$ cat config.mk
export PLATFORM = sky130hd
export DESIGN_NAME = uart_rx
export DESIGN_NICKNAME = d
export VERILOG_FILES = /design/src/rtl/uart_pkg.sv /design/src/rtl/uart_baud_tick.sv /design/src/rtl/uart_rx.sv
export SDC_FILE = /design/constraint.sdc
export NUM_CORES = 1
export LEC_CHECK = 0
export CORE_ASPECT_RATIO = 2
export CORE_MARGIN = 2
export CORE_UTILIZATION = 51
export DETAILED_ROUTE_END_ITERATION = 6
export PLACE_DENSITY = 0.74
export SKIP_CTS_REPAIR_TIMING = 1
export SLEW_MARGIN = 20
export SYNTH_ARGS = -nofsm -noshare
export SYNTH_HDL_FRONTEND = slang
export SYNTH_SLANG_ARGS = --single-unit
$ cat constraint.sdc
create_clock -name clk100 -period 1.7 [get_ports clk100]
set_input_delay 0.17 -clock clk100 [delete_from_list [all_inputs] [get_ports clk100]]
set_output_delay 0.17 -clock clk100 [all_outputs]
set_load 0.05 [all_outputs]
$ cat src/rtl/uart_pkg.sv
// uart_pkg: constants shared by the UART receiver and transmitter.
//   OSR          oversample ticks per bit
//   ST_*         receiver FSM state encoding (3 bits)
//   SAMP_*       sub-bit indices of the three majority-vote samples
//   calc_div()   clocks per oversample tick for a given clock and baud rate
package uart_pkg;

    localparam int OSR = 16;

    localparam logic [2:0] ST_IDLE  = 3'd0;
    localparam logic [2:0] ST_START = 3'd1;
    localparam logic [2:0] ST_DATA  = 3'd2;
    localparam logic [2:0] ST_STOP  = 3'd3;
    localparam logic [2:0] ST_BREAK = 3'd4;

    localparam logic [3:0] SC_LAST = 4'(OSR - 1);
    localparam logic [3:0] SAMP_A  = 4'd6;
    localparam logic [3:0] SAMP_B  = 4'd7;
    localparam logic [3:0] SAMP_C  = 4'd8;

    // Truncating divide, floored at 1 so slow sim clocks still tick every cycle.
    function automatic int calc_div(input int clk_hz, input int baud);
        int d;
        d = clk_hz / (baud * OSR);
        return (d < 1) ? 1 : d;
    endfunction

endpackage

$ cat src/rtl/uart_baud_tick.sv
// uart_baud_tick: oversample tick generator.
//   clk100  system clock
//   rst_p   asynchronous active-high reset
//   clr     restart the divider (phase-aligns ticks to a start edge)
//   tick    high on the cycle the divider reaches DIV-1
module uart_baud_tick #(
    parameter int DIV = 54
) (
    input  logic clk100,
    input  logic rst_p,
    input  logic clr,
    output logic tick
);

    localparam int CW = (DIV > 1) ? $clog2(DIV) : 1;
    localparam logic [CW-1:0] LAST = CW'(DIV - 1);

    logic [CW-1:0] cnt;

    always_ff @(posedge clk100 or posedge rst_p) begin
        if (rst_p)
            cnt <= '0;
        else if (clr || cnt == LAST)
            cnt <= '0;
        else
            cnt <= cnt + CW'(1);
    end

    assign tick = (cnt == LAST);

endmodule

$ cat src/rtl/uart_rx.sv
// uart_rx: 8N1 UART receiver, LSB first, 16x oversampling, one-byte holding register.
//   clk100     system clock
//   rst_p      asynchronous active-high reset
//   rx_pin     asynchronous serial line, idles high
//   rx_ack     consumer has read the holding register
//   rx_data    last good byte received
//   rx_valid   holding register full, held until acked
//   frame_err  one-clock pulse when the stop bit samples low
//   overrun    sticky: a good byte was dropped because the register was full
//   busy       receiver is not idle
module uart_rx
    import uart_pkg::*;
#(
    parameter int CLK_HZ = 100000000,
    parameter int BAUD   = 115200
) (
    input  logic       clk100,
    input  logic       rst_p,
    input  logic       rx_pin,
    input  logic       rx_ack,
    output logic [7:0] rx_data,
    output logic       rx_valid,
    output logic       frame_err,
    output logic       overrun,
    output logic       busy
);

    localparam int DIV = calc_div(CLK_HZ, BAUD);

    logic       rx_meta_p0;
    logic       rx_s;
    logic [2:0] state;
    logic [3:0] sc;
    logic [2:0] bc;
    logic [7:0] shreg;
    logic       samp_a;
    logic       samp_b;
    logic       tick;
    logic       clr;
    logic       maj;
    logic       decide_stop;
    logic       deliver;
    logic       bad_stop;

    function automatic logic maj3(input logic a, input logic b, input logic c);
        return (a & b) | (a & c) | (b & c);
    endfunction

    // Stage p0/p1: two-flop synchronizer, preset to the idle level
    always_ff @(posedge clk100 or posedge rst_p) begin
        if (rst_p) begin
            rx_meta_p0 <= 1'b1;
            rx_s       <= 1'b1;
        end else begin
            rx_meta_p0 <= rx_pin;
            rx_s       <= rx_meta_p0;
        end
    end

    // Divider restarts on the start edge; in BREAK it is held while the line
    // is low so leaving needs one full tick period of high line.
    assign clr = ~rx_s & ((state == ST_IDLE) | (state == ST_BREAK));

    uart_baud_tick #(.DIV(DIV)) u_baud_tick (
        .clk100 (clk100),
        .rst_p  (rst_p),
        .clr    (clr),
        .tick   (tick)
    );

    // The third sample is taken live, so the vote is ready on the sc=8 tick.
    assign maj         = maj3(samp_a, samp_b, rx_s);
    assign decide_stop = (state == ST_STOP) & tick & (sc == SAMP_C);
    assign deliver     = decide_stop & maj;
    assign bad_stop    = decide_stop & ~maj;
    assign busy        = (state != ST_IDLE);

    always_ff @(posedge clk100) begin
        if (tick && sc == SAMP_A) samp_a <= rx_s;
        if (tick && sc == SAMP_B) samp_b <= rx_s;
        if (state == ST_DATA && tick && sc == SAMP_C)
            shreg <= {maj, shreg[7:1]};
    end

    always_ff @(posedge clk100 or posedge rst_p) begin
        if (rst_p) begin
            state <= ST_IDLE;
            sc    <= '0;
            bc    <= '0;
        end else begin
            case (state)
                ST_IDLE: begin
                    if (!rx_s) begin
                        state <= ST_START;
                        sc    <= '0;
                    end
                end
                ST_START: begin
                    if (tick) begin
                        if (sc == SAMP_B && rx_s) begin
                            state <= ST_IDLE;
                            sc    <= '0;
                        end else if (sc == SC_LAST) begin
                            state <= ST_DATA;
                            sc    <= '0;
                            bc    <= '0;
                        end else begin
                            sc <= sc + 4'd1;
                        end
                    end
                end
                ST_DATA: begin
                    if (tick) begin
                        if (sc == SC_LAST) begin
                            sc <= '0;
                            if (bc == 3'd7)
                                state <= ST_STOP;
                            else
                                bc <= bc + 3'd1;
                        end else begin
                            sc <= sc + 4'd1;
                        end
                    end
                end
                ST_STOP: begin
                    // Leave at mid-bit so a slightly fast sender's next start
                    // edge is not missed.
                    if (tick) begin
                        if (sc == SAMP_C) begin
                            sc    <= '0;
                            state <= maj ? ST_IDLE : ST_BREAK;
                        end else begin
                            sc <= sc + 4'd1;
                        end
                    end
                end
                ST_BREAK: begin
                    if (tick && rx_s)
                        state <= ST_IDLE;
                end
                default: state <= ST_IDLE;
            endcase
        end
    end

    // Stage p2: holding register and status outputs
    always_ff @(posedge clk100 or posedge rst_p) begin
        if (rst_p) begin
            rx_data   <= '0;
            rx_valid  <= 1'b0;
            frame_err <= 1'b0;
            overrun   <= 1'b0;
        end else begin
            frame_err <= bad_stop;
            if (deliver && (!rx_valid || rx_ack)) begin
                rx_data  <= shreg;
                rx_valid <= 1'b1;
                if (rx_ack)
                    overrun <= 1'b0;
            end else if (deliver) begin
                overrun <= 1'b1;
            end else if (rx_ack && rx_valid) begin
                rx_valid <= 1'b0;
                overrun  <= 1'b0;
            end
        end
    end

endmodule

==> out/metrics.yaml, run 1 <==
sta:
  tns_ns: 0
  finClkSkew_ns: 0.00404
  finalHoldViolations: 0
  fin_crit_ns: 1.69
  grt_setup_unrepaired: "yes"
  slew_viol_final: 0
  period_share_pct: 99.5
  worst_slew_pin_slew_ns: 0.506
  finalSetupViolCount: 0
  max_freq_ghz: 0.591
  slew_headroom_pct: 66.2
global_routing:
  grt_first_pass_wirelength_mm: 6.60
  grt_usage_pct: 22.8
  grt_pass1_vias: 1525
  gr-usage-met1_pct: 19.9
  antenna_found_initial: 0
  grt.busiest_layer: "met2"
  use_met3_pct: 5.45
  gr-total-overflow: 0
  grtUsageMet2_pct: 42.7
  grt_max_degree: 30
synthesis:
  synthCells: 164
  async_flop_share_pct: 74.4
  synth_top_cell_by_area: "dfrtp_1"
  syn-cell-area_um2: 1870
  synth_nets: 175
  synth_top_cell_area_share_pct: 36.2
  avgSynthCellArea_um2: 11.4
  synth_ff_type: "dfrtp_1"
  ys_types: 42
  synth_top_cells_by_area: "dfrtp_1 36%, edfxtp_1 16%, mux2_2 5.4%, ha_1 4.7%, nand2_1 3.8%"
  synth-edff-count: 10
  ys_ff_latch: 39
  seq_area_frac_synth_pct: 55.1
  ys_warn_count: 0
finish:
  stdcell_count: 268
  n_antenna_cell: 0
  nets: 229
  mostFrequentLayoutCell: "buf_4"
  final_cell_mix: "34 x buf_4, 27 x dfrtp_1, 16 x nand2_1, 13 x clkdlybuf4s50_1, 11 x nor2_1"
  fillerInstances: 275
  area.growth.synth_to_final_pct: 35.7
  drive_above_1_share_pct: 35.2
die:
  die_width_um: 46.8
  dieArea_um2: 4190
  core_area_um2: 3570
  start_util_pct: 52.3
  ios: 16
  rows: 31
  die_h_um: 89.6
clock_tree:
  cts.sinks: 39
  cts_tree: "built"
  h-tree-depth: 2
  cts_inserted_buffers: 5
  clock_latency_ns: 0.29
  cts_buffer_depth: 2
  root_buffer: "clkbuf_8"
  clk_pin_slew_ns: 0.07
routing:
  vias_per_cell: 5.60
  drt-total-wl_mm: 4.30
  drt-initial-drc-count: 69
  via_count: 1502
  drt_drc_violations_left: 0
  dr.pass1.iters: 4
  post_drt_wl_per_cell_um: 16.0
  ant_nets: 0
place:
  place.detailed.hpwl_mm: 3.25
  dp_cells: 256
  io_buffer_count: 15
  place.gp.congestion: 1.01
setup_path:
  path_class: "reg -> reg"
  rrSetupSlack_ns: 0.008
  slowest_delay_ns: 0.36
  r2r_start: "bc[1]"
  reg2reg_depth: 6
  startpoint_type: "flip-flop"
  path_cells: "ha_2 -> ha_4 -> a21oi_2 -> o31ai_1 -> nand4_1 -> mux2_4"
  crit_required_ns: 1.88
  crit_fanout: 3
  critPathArrivalTime_ns: 1.87
  crit_path_end_kind: "flip-flop"
  slowest_stage: "dfrtp_1"
  r2r_end: "state[0]"
flow_run:
  cap_violations: 0
min_path:
  hold_path_class: "in -> async"
power:
  power_density_nw_per_um2: 628
  swShare_pct: 21.0
  p_leak_nw: 1.09
  ir_drop_mv: 0.566
  p_switching_mw: 0.333
  internal_power_mw: 1.26
  clockPowerShare_pct: 37.4
  power_frac_seq_pct: 60.6
  p_comb_share_pct: 2.1
run_status:
  outcome: "finished, final reports clean"
critical path, delay by kind of cell, from the launching register on:
kind,cells,cell delay (ns)
simple gates,1,0.23
compound gates,2,0.29
fa+ha+maj,2,0.34
mux,1,0.36
flops,1,0.36
flip-flops by register name (all words and copies together), names as in the netlist:
signal	cells
frame_err	1
sc	4
bc	3
u_baud_tick.cnt	6
rx_meta_p0	1
rx_valid	1
samp_b	1
state	3
rx_s	1
shreg	8
rx_data	8
samp_a	1
overrun	1
worst max-delay path by stage:
| stage | from | endpoint | slack (ns) | depth (start not counted) |
|---|---|---|---|---|
| floorplan | sc[0] | rx_data[0] | -0.09 | 6 |
| global placement | sc[0] | rx_data[2] | 0.008 | 7 |
| detailed placement | bc[0] | bc[0] | -0.09 | 6 |
| CTS | bc[0] | bc[0] | -0.11 | 6 |
| global route | bc[1] | state[0] | -0.08 | 6 |
| finish | bc[1] | state[0] | 0.008 | 6 |
layer usage:
metal / routed length (µm) / vias up
met3: 108 / 16
li1: - / 691
met1: 1460 / 755
met5: 0 / -
met4: 155 / 0
met2: 2580 / 40
power by group through the flow:
stage          clock, mW  sequential (mW)  combinational [mW]
6_report           0.594            0.963              0.0327
5_1_grt            0.648            0.963              0.0378
4_1_cts            0.605            0.963              0.0338
3_5_place_dp           0            0.982              0.0337
3_3_place_gp           0            0.981              0.0319
2_1_floorplan          0            0.982              0.0136
per-stage QoR:
stage	setup slack [ns]	hold slack [ns]	utilization, %	cell area (µm²)	power [mW]
floorplan	-0.0916	0.174	-	1870	0.996
detailed placement	-0.0871	0.347	64.7	2310	1.02
CTS	-0.108	0.256	67.0	2390	1.60
global route	-0.0805	0.290	71.0	2530	1.65
global placement	0.00750	0.346	64.7	2310	1.01
finish	0.00769	0.243	71.0	2530	1.59
cell usage after synthesis (2+ instances only):
master / number
a21oi_1: 2
and3_1: 2
and3b_2: 2
and4b_1: 2
buf_2: 2
dfrtp_1: 27
dfstp_2: 2
edfxtp_1: 10
ha_1: 7
inv_1: 6
mux2_2: 9
nand2_1: 19
nand2b_1: 4
nand3_1: 5
nand3b_1: 4
nand4_1: 2
nor2_1: 11
nor2b_1: 8
nor3_1: 3
o211ai_1: 2
o21ai_0: 10
o31ai_1: 2
or3_1: 2
xnor2_1: 2
xor2_1: 2
cell type report:
cell class | instances | area, µm² | share of cell area, %
tap | 49 | 61.3 | 2.42
sequential | 39 | 1030 | 40.6
inverter | 6 | 22.5 | 0.889
clock buffer | 6 | 72.6 | 2.87
multi-input combinational | 115 | 900 | 35.5
clock inverter | 2 | 8.76 | 0.346
timing repair buffer | 51 | 439 | 17.3
cell families after synthesis:
family / Yosys count / share of synthesized area, %
AO/OA/AOI/OAI: 23 / 7.98
multiplexers: 9 / 5.43
XOR/XNOR: 4 / 1.88
flip-flops: 39 / 55.1
buffers and inverters: 10 / 2.35
adder cells (fa/ha/maj): 8 / 5.23
AND/OR/NAND/NOR: 71 / 22.1
No activity file was read; power rests on OpenSTA's default activity.
==> inputs of run 2 (changes only) <==
--- a/config.mk
+++ b/config.mk
@@ -5,7 +5,7 @@
 export SDC_FILE = /design/constraint.sdc
 export NUM_CORES = 1
 export LEC_CHECK = 0
-export CORE_ASPECT_RATIO = 2
+export CORE_ASPECT_RATIO = 0.7
 export CORE_MARGIN = 2
 export CORE_UTILIZATION = 51
 export DETAILED_ROUTE_END_ITERATION = 6
==> out/metrics.yaml, run 2 (synthesis gave the netlist of run 1 again) <==
run_status:
  outcome: "complete, but fails checks"
  violations: "negative setup slack"
setup_path:
  critPathBufInv: 2
  path_class: "reg -> reg"
  crit_path_end_kind: "flip-flop"
  worst_path_dominant_cell_family: "simple AND/OR/NAND/NOR gates"
  rrSetupSlack_ns: -0.05
  slowest_stage: "dfrtp_1"
  crit_fanout: 8
  slowest_delay_ns: 0.40
  crit_required_ns: 1.87
  r2r_end: "rx_data[4]"
  path_cells: "inv_2 -> ha_4 -> and3b_2 -> nand4_4 -> nor3_4 -> buf_12 -> mux2_4"
  r2r_start: "sc[0]"
  critPathArrivalTime_ns: 1.92
  startpoint_type: "flip-flop"
  reg2reg_depth: 7
clock_tree:
  clk_pin_slew_ns: 0.08
  clock_latency_ns: 0.28
  cts_tree: "built"
  root_buffer: "clkbuf_8"
  cts_buffer_depth: 2
  cts.sinks: 39
  h-tree-depth: 2
  cts_inserted_buffers: 5
sta:
  period_share_pct: 103
  finalSetupViolCount: 10
  grt_setup_unrepaired: "yes"
  slew_headroom_pct: 65.4
  setup_ws_ns: -0.0495
  fin_crit_ns: 1.75
  finalHoldViolations: 0
  finClkSkew_ns: 0.00596
  worst_slew_pin_slew_ns: 0.518
  slew_viol_final: 0
  tns_ns: -0.350
  max_freq_ghz: 0.572
finish:
  mostFrequentLayoutCell: "buf_4"
  area.growth.synth_to_final_pct: 36.8
  n_antenna_cell: 0
  nets: 226
  drive_above_1_share_pct: 33.3
  reg_top3: "rx_data: 8 flops, shreg: 8 flops, u_baud_tick.cnt: 6 flops"
  final_cell_mix: "32 x buf_4, 27 x dfrtp_1, 18 x nand2_1, 14 x clkdlybuf4s50_1, 11 x nor2_1"
power:
  power_density_nw_per_um2: 688
  ir_drop_mv: 0.658
  p_leak_nw: 1.10
  power.total_mw: 1.76
routing:
  drt-total-wl_mm: 4.41
  dr.pass1.iters: 4
  post_drt_wl_per_cell_um: 16.6
  ant_nets: 0
  vias_per_cell: 5.58
  via_count: 1485
  drt_drc_violations_left: 0
  drt-initial-drc-count: 117
min_path:
  hold_path_class: "in -> async"
die:
  dieArea_um2: 4170
  die_width_um: 76.3
  rows: 18
  die_h_um: 54.6
  start_util_pct: 53.1
  core_area_um2: 3510
  ios: 16
place:
  place.detailed.hpwl_mm: 3.03
  io_buffer_count: 15
  place.gp.congestion: 0.883
global_routing:
  grt_first_pass_wirelength_mm: 6.51
  antenna_found_initial: 0
  grt_usage_pct: 20.7
  gr-total-overflow: 0
  grt_pass1_vias: 1338
  grt_max_degree: 30
flow_run:
  cap_violations: 0
## run 2: cell types whose count changed in the layout (fill, tap and decap cells not counted), sizes merged
cell           change
clkbuf             -1
clkdlybuf4s50      +1
bufinv             +1
buf                -4
## run 2: stage by stage
stage	std cells	cell area, µm²	utilization [%]	worst slack, ns	hold WS (ns)
final	266	2550	72.7	-0.0495	0.260
after global routing	266	2550	72.7	-0.0965	0.298
after CTS	261	2390	68.2	-0.111	0.266
after detailed placement	253	2280	65.0	-0.0729	0.347
after global placement	253	2280	65.0	-0.0162	0.346
after floorplan	164	1870	-	-0.0916	0.174
## run 2: area by class of cell
type	instances	area, µm²
flip-flops and latches	39	1030
fillers	247	960
multi-input cells	115	916
repair buffers	48	412
clock buffers	5	68.8
well taps	50	62.6
clock inverters	3	43.8
inverters	6	22.5
## run 2: tightest hold or removal path, delay by kind of cell
kind	cells	cell delay (ns)
buffers and inverters	3	0.79
## run 2: worst max path at each step
stage                            start          to  slack, ns  depth (start not counted)
finish                           sc[0]  rx_data[4]      -0.05                          7
global placement                 sc[0]  rx_data[6]      -0.02                          7
global route        u_baud_tick.cnt[1]       sc[3]       -0.1                          7
detailed placement               bc[0]       bc[0]      -0.07                          6
floorplan                        sc[0]  rx_data[0]      -0.09                          6
CTS                              bc[0]       bc[0]      -0.11                          6
## run 2: layer usage
metal	up-vias	global-route usage, %	share of wire [%]
li1	692	-	-
met1	722	26.3	43
met2	62	37.3	50
met3	9	5.12	5.6
met4	0	3.64	1.0
met5	-	0	0
## run 2: power by group
| part | internal, mW | switching [mW] | total [mW] |
|---|---|---|---|
| Clock | 0.437 | 0.325 | 0.762 |
| Combinational | 0.0130 | 0.0204 | 0.0334 |
| Sequential | 0.961 | 0.00146 | 0.963 |
